`config.mk`:
```
export PLATFORM = sky130hd
export DESIGN_NAME = cpu_rd_arbiter_flat
export DESIGN_NICKNAME = d
export VERILOG_FILES = /design/src/rtl/cpu_rd_arbiter_if.sv /design/src/rtl/cpu_rd_arbiter.sv /design/src/flat_wrapper.sv
export SDC_FILE = /design/constraint.sdc
export NUM_CORES = 1
export LEC_CHECK = 0
export ABC_AREA = 1
export CORE_ASPECT_RATIO = 0.75
export CORE_MARGIN = 2
export CORE_UTILIZATION = 49
export CTS_BUF_LIST = sky130_fd_sc_hd__clkbuf_4 sky130_fd_sc_hd__clkbuf_8
export DETAILED_ROUTE_END_ITERATION = 16
export HOLD_SLACK_MARGIN = 0.12
export PLACE_DENSITY_LB_ADDON = 0.2
export RECOVER_POWER = 100
export SLEW_MARGIN = 20
export SYNTH_ARGS = -nofsm -noshare
export SYNTH_HDL_FRONTEND = slang
export SYNTH_SLANG_ARGS = --single-unit
```
`constraint.sdc`:
```
create_clock -name pll0_250MHz -period 1.43 [get_ports pll0_250MHz]
set_input_delay 0.3575 -clock pll0_250MHz [delete_from_list [all_inputs] [get_ports pll0_250MHz]]
set_output_delay 0.3575 -clock pll0_250MHz [all_outputs]
set_load 0.1 [all_outputs]
```
`src/rtl/cpu_rd_arbiter_if.sv`:
```
// Read-cycle bus between the Z80 read strobe / chip-select decode and the read arbiter.
// The master side drives the strobe and raw selects; the slave side returns grant and status.
interface cpu_rd_arbiter_if #(
  parameter int unsigned N_SRC = 8
);
  logic             rd_req;
  logic [N_SRC-1:0] req;
  logic [N_SRC-1:0] grant;
  logic             wait_n;
  logic             rd_done;
  logic             conflict;
  logic             busy;

  modport master (
    output rd_req, req,
    input  grant, wait_n, rd_done, conflict, busy
  );

  modport slave (
    input  rd_req, req,
    output grant, wait_n, rd_done, conflict, busy
  );
endinterface

```
`src/rtl/cpu_rd_arbiter.sv`:
```
// Z80 read-cycle arbiter: latches one one-hot grant per read strobe and holds it until the
// strobe drops, stretching the cycle through WAIT_n for sources flagged as slow.
module cpu_rd_arbiter #(
  parameter int unsigned         N_SRC     = 8,
  parameter int unsigned         DEF_SRC   = 7,
  parameter logic [N_SRC-1:0]    SLOW_MASK = 8'b0110_0010,
  parameter int unsigned         WAIT_CYC  = 4
) (
  input  logic                pll0_250MHz,
  input  logic                reset,
  cpu_rd_arbiter_if.slave     bus
);

  localparam int unsigned      IDX_W     = $clog2(N_SRC);
  localparam logic [IDX_W-1:0] DEF_IDX   = IDX_W'(DEF_SRC);
  localparam logic [N_SRC-1:0] ONE       = {{(N_SRC-1){1'b0}}, 1'b1};
  localparam logic [N_SRC-1:0] ZERO      = {N_SRC{1'b0}};
  localparam logic             SLOW_EN   = (WAIT_CYC != 32'd0);
  localparam logic [7:0]       WAIT_LOAD = (WAIT_CYC == 32'd0) ? 8'd0 : 8'(WAIT_CYC - 32'd1);

  typedef enum logic [1:0] {
    ST_IDLE = 2'd0,
    ST_WAIT = 2'd1,
    ST_HOLD = 2'd2,
    ST_DONE = 2'd3
  } state_t;

  state_t           r_state;
  logic [N_SRC-1:0] r_grant;
  logic             r_wait_n;
  logic             r_rd_done;
  logic             r_conflict;
  logic [7:0]       r_cnt;

  state_t           w_state_nx;
  logic [N_SRC-1:0] w_grant_nx;
  logic             w_wait_n_nx;
  logic             w_rd_done_nx;
  logic             w_conflict_nx;
  logic [7:0]       w_cnt_nx;
  logic [IDX_W-1:0] w_winner;
  logic [N_SRC-1:0] w_winner_oh;
  logic             w_winner_slow;

  // Lowest set bit wins; an empty select vector falls through to the default (bus) source.
  function automatic logic [IDX_W-1:0] f_winner(input logic [N_SRC-1:0] v);
    logic [IDX_W-1:0] idx;
    idx = DEF_IDX;
    for (int i = int'(N_SRC) - 1; i >= 0; i--) begin
      if (v[i]) begin
        idx = IDX_W'(i);
      end else begin
        idx = idx;
      end
    end
    return idx;
  endfunction

  // True when two or more selects are asserted together (clearing the lowest bit leaves some set).
  function automatic logic f_multi(input logic [N_SRC-1:0] v);
    return ((v & (v - ONE)) != ZERO);
  endfunction

  assign w_winner      = f_winner(bus.req);
  assign w_winner_oh   = ONE << w_winner;
  assign w_winner_slow = SLOW_MASK[w_winner] & SLOW_EN;

  // Next-state and next-output logic; pulses default low and everything else holds.
  always_comb begin
    w_state_nx    = r_state;
    w_grant_nx    = r_grant;
    w_wait_n_nx   = r_wait_n;
    w_rd_done_nx  = 1'b0;
    w_conflict_nx = 1'b0;
    w_cnt_nx      = r_cnt;
    case (r_state)
      ST_IDLE: begin
        if (bus.rd_req) begin
          w_grant_nx    = w_winner_oh;
          w_conflict_nx = f_multi(bus.req);
          if (w_winner_slow) begin
            w_wait_n_nx = 1'b0;
            w_cnt_nx    = WAIT_LOAD;
            w_state_nx  = ST_WAIT;
          end else begin
            w_wait_n_nx = 1'b1;
            w_cnt_nx    = 8'd0;
            w_state_nx  = ST_HOLD;
          end
        end else begin
          w_grant_nx  = ZERO;
          w_wait_n_nx = 1'b1;
          w_cnt_nx    = 8'd0;
        end
      end
      ST_WAIT: begin
        // A strobe that drops while stretched is an abort: release without rd_done.
        if (!bus.rd_req) begin
          w_grant_nx  = ZERO;
          w_wait_n_nx = 1'b1;
          w_cnt_nx    = 8'd0;
          w_state_nx  = ST_IDLE;
        end else if (r_cnt == 8'd0) begin
          w_wait_n_nx = 1'b1;
          w_state_nx  = ST_HOLD;
        end else begin
          w_cnt_nx = r_cnt - 8'd1;
        end
      end
      ST_HOLD: begin
        if (!bus.rd_req) begin
          w_grant_nx   = ZERO;
          w_rd_done_nx = 1'b1;
          w_state_nx   = ST_DONE;
        end else begin
          w_grant_nx = r_grant;
        end
      end
      ST_DONE: begin
        w_state_nx = ST_IDLE;
      end
      default: begin
        w_state_nx  = ST_IDLE;
        w_grant_nx  = ZERO;
        w_wait_n_nx = 1'b1;
        w_cnt_nx    = 8'd0;
      end
    endcase
  end

  // State and output registers; reset forces the idle outputs without waiting for a clock.
  always_ff @(posedge pll0_250MHz or posedge reset) begin
    if (reset) begin
      r_state    <= ST_IDLE;
      r_grant    <= ZERO;
      r_wait_n   <= 1'b1;
      r_rd_done  <= 1'b0;
      r_conflict <= 1'b0;
      r_cnt      <= 8'd0;
    end else begin
      r_state    <= w_state_nx;
      r_grant    <= w_grant_nx;
      r_wait_n   <= w_wait_n_nx;
      r_rd_done  <= w_rd_done_nx;
      r_conflict <= w_conflict_nx;
      r_cnt      <= w_cnt_nx;
    end
  end

  assign bus.grant    = r_grant;
  assign bus.wait_n   = r_wait_n;
  assign bus.rd_done  = r_rd_done;
  assign bus.conflict = r_conflict;
  assign bus.busy     = (r_state != ST_IDLE);

endmodule

```
`src/flat_wrapper.sv`:
```
// flat-port wrapper written by rule: the top's interface ports become plain ports
module cpu_rd_arbiter_flat 
#(
  parameter int unsigned         N_SRC     = 8,
  parameter int unsigned         DEF_SRC   = 7,
  parameter logic [N_SRC-1:0]    SLOW_MASK = 8'b0110_0010,
  parameter int unsigned         WAIT_CYC  = 4
)
  (pll0_250MHz, reset, bus_rd_req, bus_req, bus_grant, bus_wait_n, bus_rd_done, bus_conflict, bus_busy);
  cpu_rd_arbiter_if #(.N_SRC(N_SRC)) bus_i ();
  input  logic pll0_250MHz;
  input  logic reset;
  input wire logic [$bits(bus_i.rd_req)-1:0] bus_rd_req;
  input wire logic [$bits(bus_i.req)-1:0] bus_req;
  output wire logic [$bits(bus_i.grant)-1:0] bus_grant;
  output wire logic [$bits(bus_i.wait_n)-1:0] bus_wait_n;
  output wire logic [$bits(bus_i.rd_done)-1:0] bus_rd_done;
  output wire logic [$bits(bus_i.conflict)-1:0] bus_conflict;
  output wire logic [$bits(bus_i.busy)-1:0] bus_busy;
  assign bus_i.rd_req = bus_rd_req;
  assign bus_i.req = bus_req;
  assign bus_grant = bus_i.grant;
  assign bus_wait_n = bus_i.wait_n;
  assign bus_rd_done = bus_i.rd_done;
  assign bus_conflict = bus_i.conflict;
  assign bus_busy = bus_i.busy;
  cpu_rd_arbiter #(.N_SRC(N_SRC), .DEF_SRC(DEF_SRC), .SLOW_MASK(SLOW_MASK), .WAIT_CYC(WAIT_CYC)) u_core (.pll0_250MHz(pll0_250MHz), .reset(reset), .bus(bus_i));
endmodule
```
==> run_results.csv <==
group,metric,value,unit
status,status,"finished, violations left",
status,violations,"negative setup slack",
timing,slew_viol_final,0,
global_routing,grt_max_degree,22,
synthesis,synth-async-reset-ratio,1.00,
synthesis,synth_commonest_cells,"nand2_1 (40), inv_1 (39), dfrtp_1 (20)",
synthesis,synth-seq-cells,21,
timing,finClkSkew,0.00266,ns
floorplan,dieWidth,64.8,um
clock_network,cts_buffer_depth,2,
finish,final_core_util,0.807,
synthesis,yosys.area.top_type,"dfrtp_1",
power_and_ir_drop,power,4.69,mW
timing,worst_slack,-0.144,ns
setup_path,critPathArrivalTime,1.22,ns
finish,drive_gt1_frac,0.429,
power_and_ir_drop,power_density,2210,mW/mm^2
setup_path,crit_path_end_kind,"output pin",
timing,relSlewSlack,0.629,
setup_path,cp-endpoint,"bus_busy",
setup_path,worst_r2r_endpoint,"u_core.r_cnt[6]",
floorplan,coreArea,0.00262,mm^2
power_and_ir_drop,ir_drop,1790,uV
placement,io_buffers,22,
clock_network,path_clk_slew,0.08,ns
global_routing,grt_antenna_before_repair,0,
timing,finalSetupViolCount,18,
placement,dpl.hpwl,2.74,mm
synthesis,syn_area,0.00136,mm^2
global_routing,grt_pass1_wl,6.62,mm
setup_path,path_max_fanout,2,
floorplan,rows,16,
run,maxCapViolations,0,
clock_network,cts-htree-levels,1,
setup_path,setup.worst_path.start_class,"register",
synthesis,syn_area_per_cell,7.27,um^2
synthesis,synth_cell_types,24,
placement,place_congestion,0.907,
floorplan,die_area,0.00322,mm^2
setup_path,crit_type,"register to output pin",
timing,finalCritPeriodShare,1.10,
route,met1_length,1.75,mm
route,wl_met3,234,um
clock_network,clk_latency,0.27,ns
route,vias,1460,
hold_path,hold_class,"register to register",
route,top_layer_used,"met4",
route,drtAntennaViolNets,0,
power_and_ir_drop,leakagePower,1.07,nW
setup_path,worstRegToRegCells,8,
timing,worst_pin_slew,0.557,ns
route,dr.pass1.iters,4,
clock_network,cts_tree,"built",
clock_network,root_buffer,"clkbuf_8",
synthesis,synthTopCellsByArea,"dfrtp_1 (37%), nand2_1 (11%), inv_1 (11%)",
route,wl_per_cell,14.6,um
route,routed_wl,4.03,mm
route,drc,0,
global_routing,gr-usage-all-layers,0.263,
timing,min_period,1.57,ns
setup_path,rrSetupSlack,-0.09,ns
finish,area_delta_synth_final,55.7,%
global_routing,grt_pass1_vias,1487,
synthesis,ys_warn_count,0,
route,drt_iter0_drc,74,
floorplan,die_y,49.6,um
synthesis,yosysMostFrequentCell,"nand2_1",
synthesis,syn_nets,206,
setup_path,required,1.07,ns
synthesis,synth_top_area_frac,0.368,
clock_network,cts_buffers,3,
timing,max_freq,0.635,GHz
setup_path,r2r_start,"u_core.r_state[0]",
synthesis,synth-edff-count,0,
placement,preCtsSetupSlack,-0.763,ns
synthesis,ys_seq_area_frac,0.387,
timing,rsz0062_at_grt,"true",
clock_network,clock-sinks,21,
route,vias_per_cell,5.29,
timing,hold_violations,0,
global_routing,grt_overflow,0,
floorplan,start_util,0.519,
floorplan,ioPinCount,23,
finish,n_antenna_cell,0,
setup_path,cp-startpoint,"u_core.r_state[0]",
route,wl_met2,2.02,mm
finish,layout.nets,260,
finish,fill_cells,157,
synthesis,synth_cells,187,
synthesis,ys.flop_type,"dfrtp_1",
hold_path,min_from,"u_core.bus.wait_n",
## worst min-delay path by stage
stage | endpoint | slack (ns) | cells past startpoint
floorplan | u_core.bus.conflict | 0.33 | 1
global placement | u_core.r_cnt[1] | 0.47 | 2
detailed placement | u_core.r_cnt[1] | 0.47 | 2
CTS | u_core.r_cnt[7] | 0.46 | 3
global route | u_core.bus.wait_n | 0.52 | 2
finish | u_core.bus.wait_n | 0.51 | 2
## critical path, stage by stage, from the launching register on
cell        delay (ns)
dfrtp_1           0.41
inv_2             0.10
ha_4              0.15
clkinvlp_4        0.11
buf_12            0.18
## cell families (layout without fill, tap and decap cells)
family / count (synthesis) / count (layout) / share of synthesized area
fa+ha+maj: 8 / 8 / 0.0736
buf+inv: 45 / 98 / 0.127
simple gates: 89 / 89 / 0.312
compound gates: 24 / 24 / 0.100
flops: 21 / 21 / 0.387
## layer usage
| layer | vias up | global-route usage |
|---|---|---|
| li1 | 686 | - |
| met1 | 717 | 0.352 |
| met2 | 51 | 0.443 |
| met3 | 6 | 0.0548 |
| met4 | 0 | 0.0532 |
| met5 | - | 0 |
## cell type report
| type | count | area [um^2] | area share |
|---|---|---|---|
| Tap cell | 36 | 45.0 | 0.0213 |
| Timing Repair Buffer | 50 | 507 | 0.239 |
| Inverter | 44 | 174 | 0.0822 |
| Clock inverter | 1 | 5.00 | 0.00236 |
| Multi-Input combinational cell | 121 | 818 | 0.387 |
| Clock buffer | 3 | 41.3 | 0.0195 |
| Sequential cell | 21 | 527 | 0.249 |
## registers in the layout, indices dropped and copies added (netlist names)
name / cells
u_core.bus.conflict: 1
u_core.bus.grant: 8
u_core.bus.rd_done: 1
u_core.bus.wait_n: 1
u_core.r_cnt: 8
u_core.r_state: 2
## where the power goes
| group | switching, mW | leakage [nW] | total [mW] | internal [mW] |
|---|---|---|---|---|
| logic | 2.15 | 0.768 | 3.34 | 1.19 |
| clock network | 0.217 | 0.0255 | 0.412 | 0.195 |
| registers | 0.143 | 0.280 | 0.931 | 0.788 |
| total | 2.51 | 1.07 | 4.69 | 2.17 |
## stage by stage
stage	TNS, ns	instances	hold WS [ns]	instance area, um^2
after floorplan	-5.52	187	0.333	1390
after global placement	-8.04	262	0.468	1900
final	-1.11	276	0.512	2120
after CTS	-0.173	272	0.457	2030
after detailed placement	-9.56	262	0.475	1900
after global routing	-2.13	276	0.524	2120
## cell usage in the layout, fill, tap and decap left out, types with 4 or more instances in the layout
| cell type | instances |
|---|---|
| buf_12 | 10 |
| buf_4 | 27 |
| dfrtp_1 | 20 |
| ha_1 | 4 |
| ha_4 | 4 |
| inv_1 | 31 |
| inv_2 | 9 |
| nand2_1 | 39 |
| nand2_2 | 9 |
| nand3_1 | 8 |
| nand3_2 | 5 |
| nand4_1 | 4 |
| nor2_1 | 15 |
| o21ai_1 | 6 |
| o21ai_2 | 5 |
| o22ai_2 | 4 |
## timing repair
action / 4_1_cts / 5_1_grt
gates resized for setup: 37 / 20
pin swaps: 12 / 4
endpoints found under the setup margin: 19 / 20
hold buffers: 0 / 0
setup buffers: 6 / 4
No activity file was read; power rests on OpenSTA's default activity.
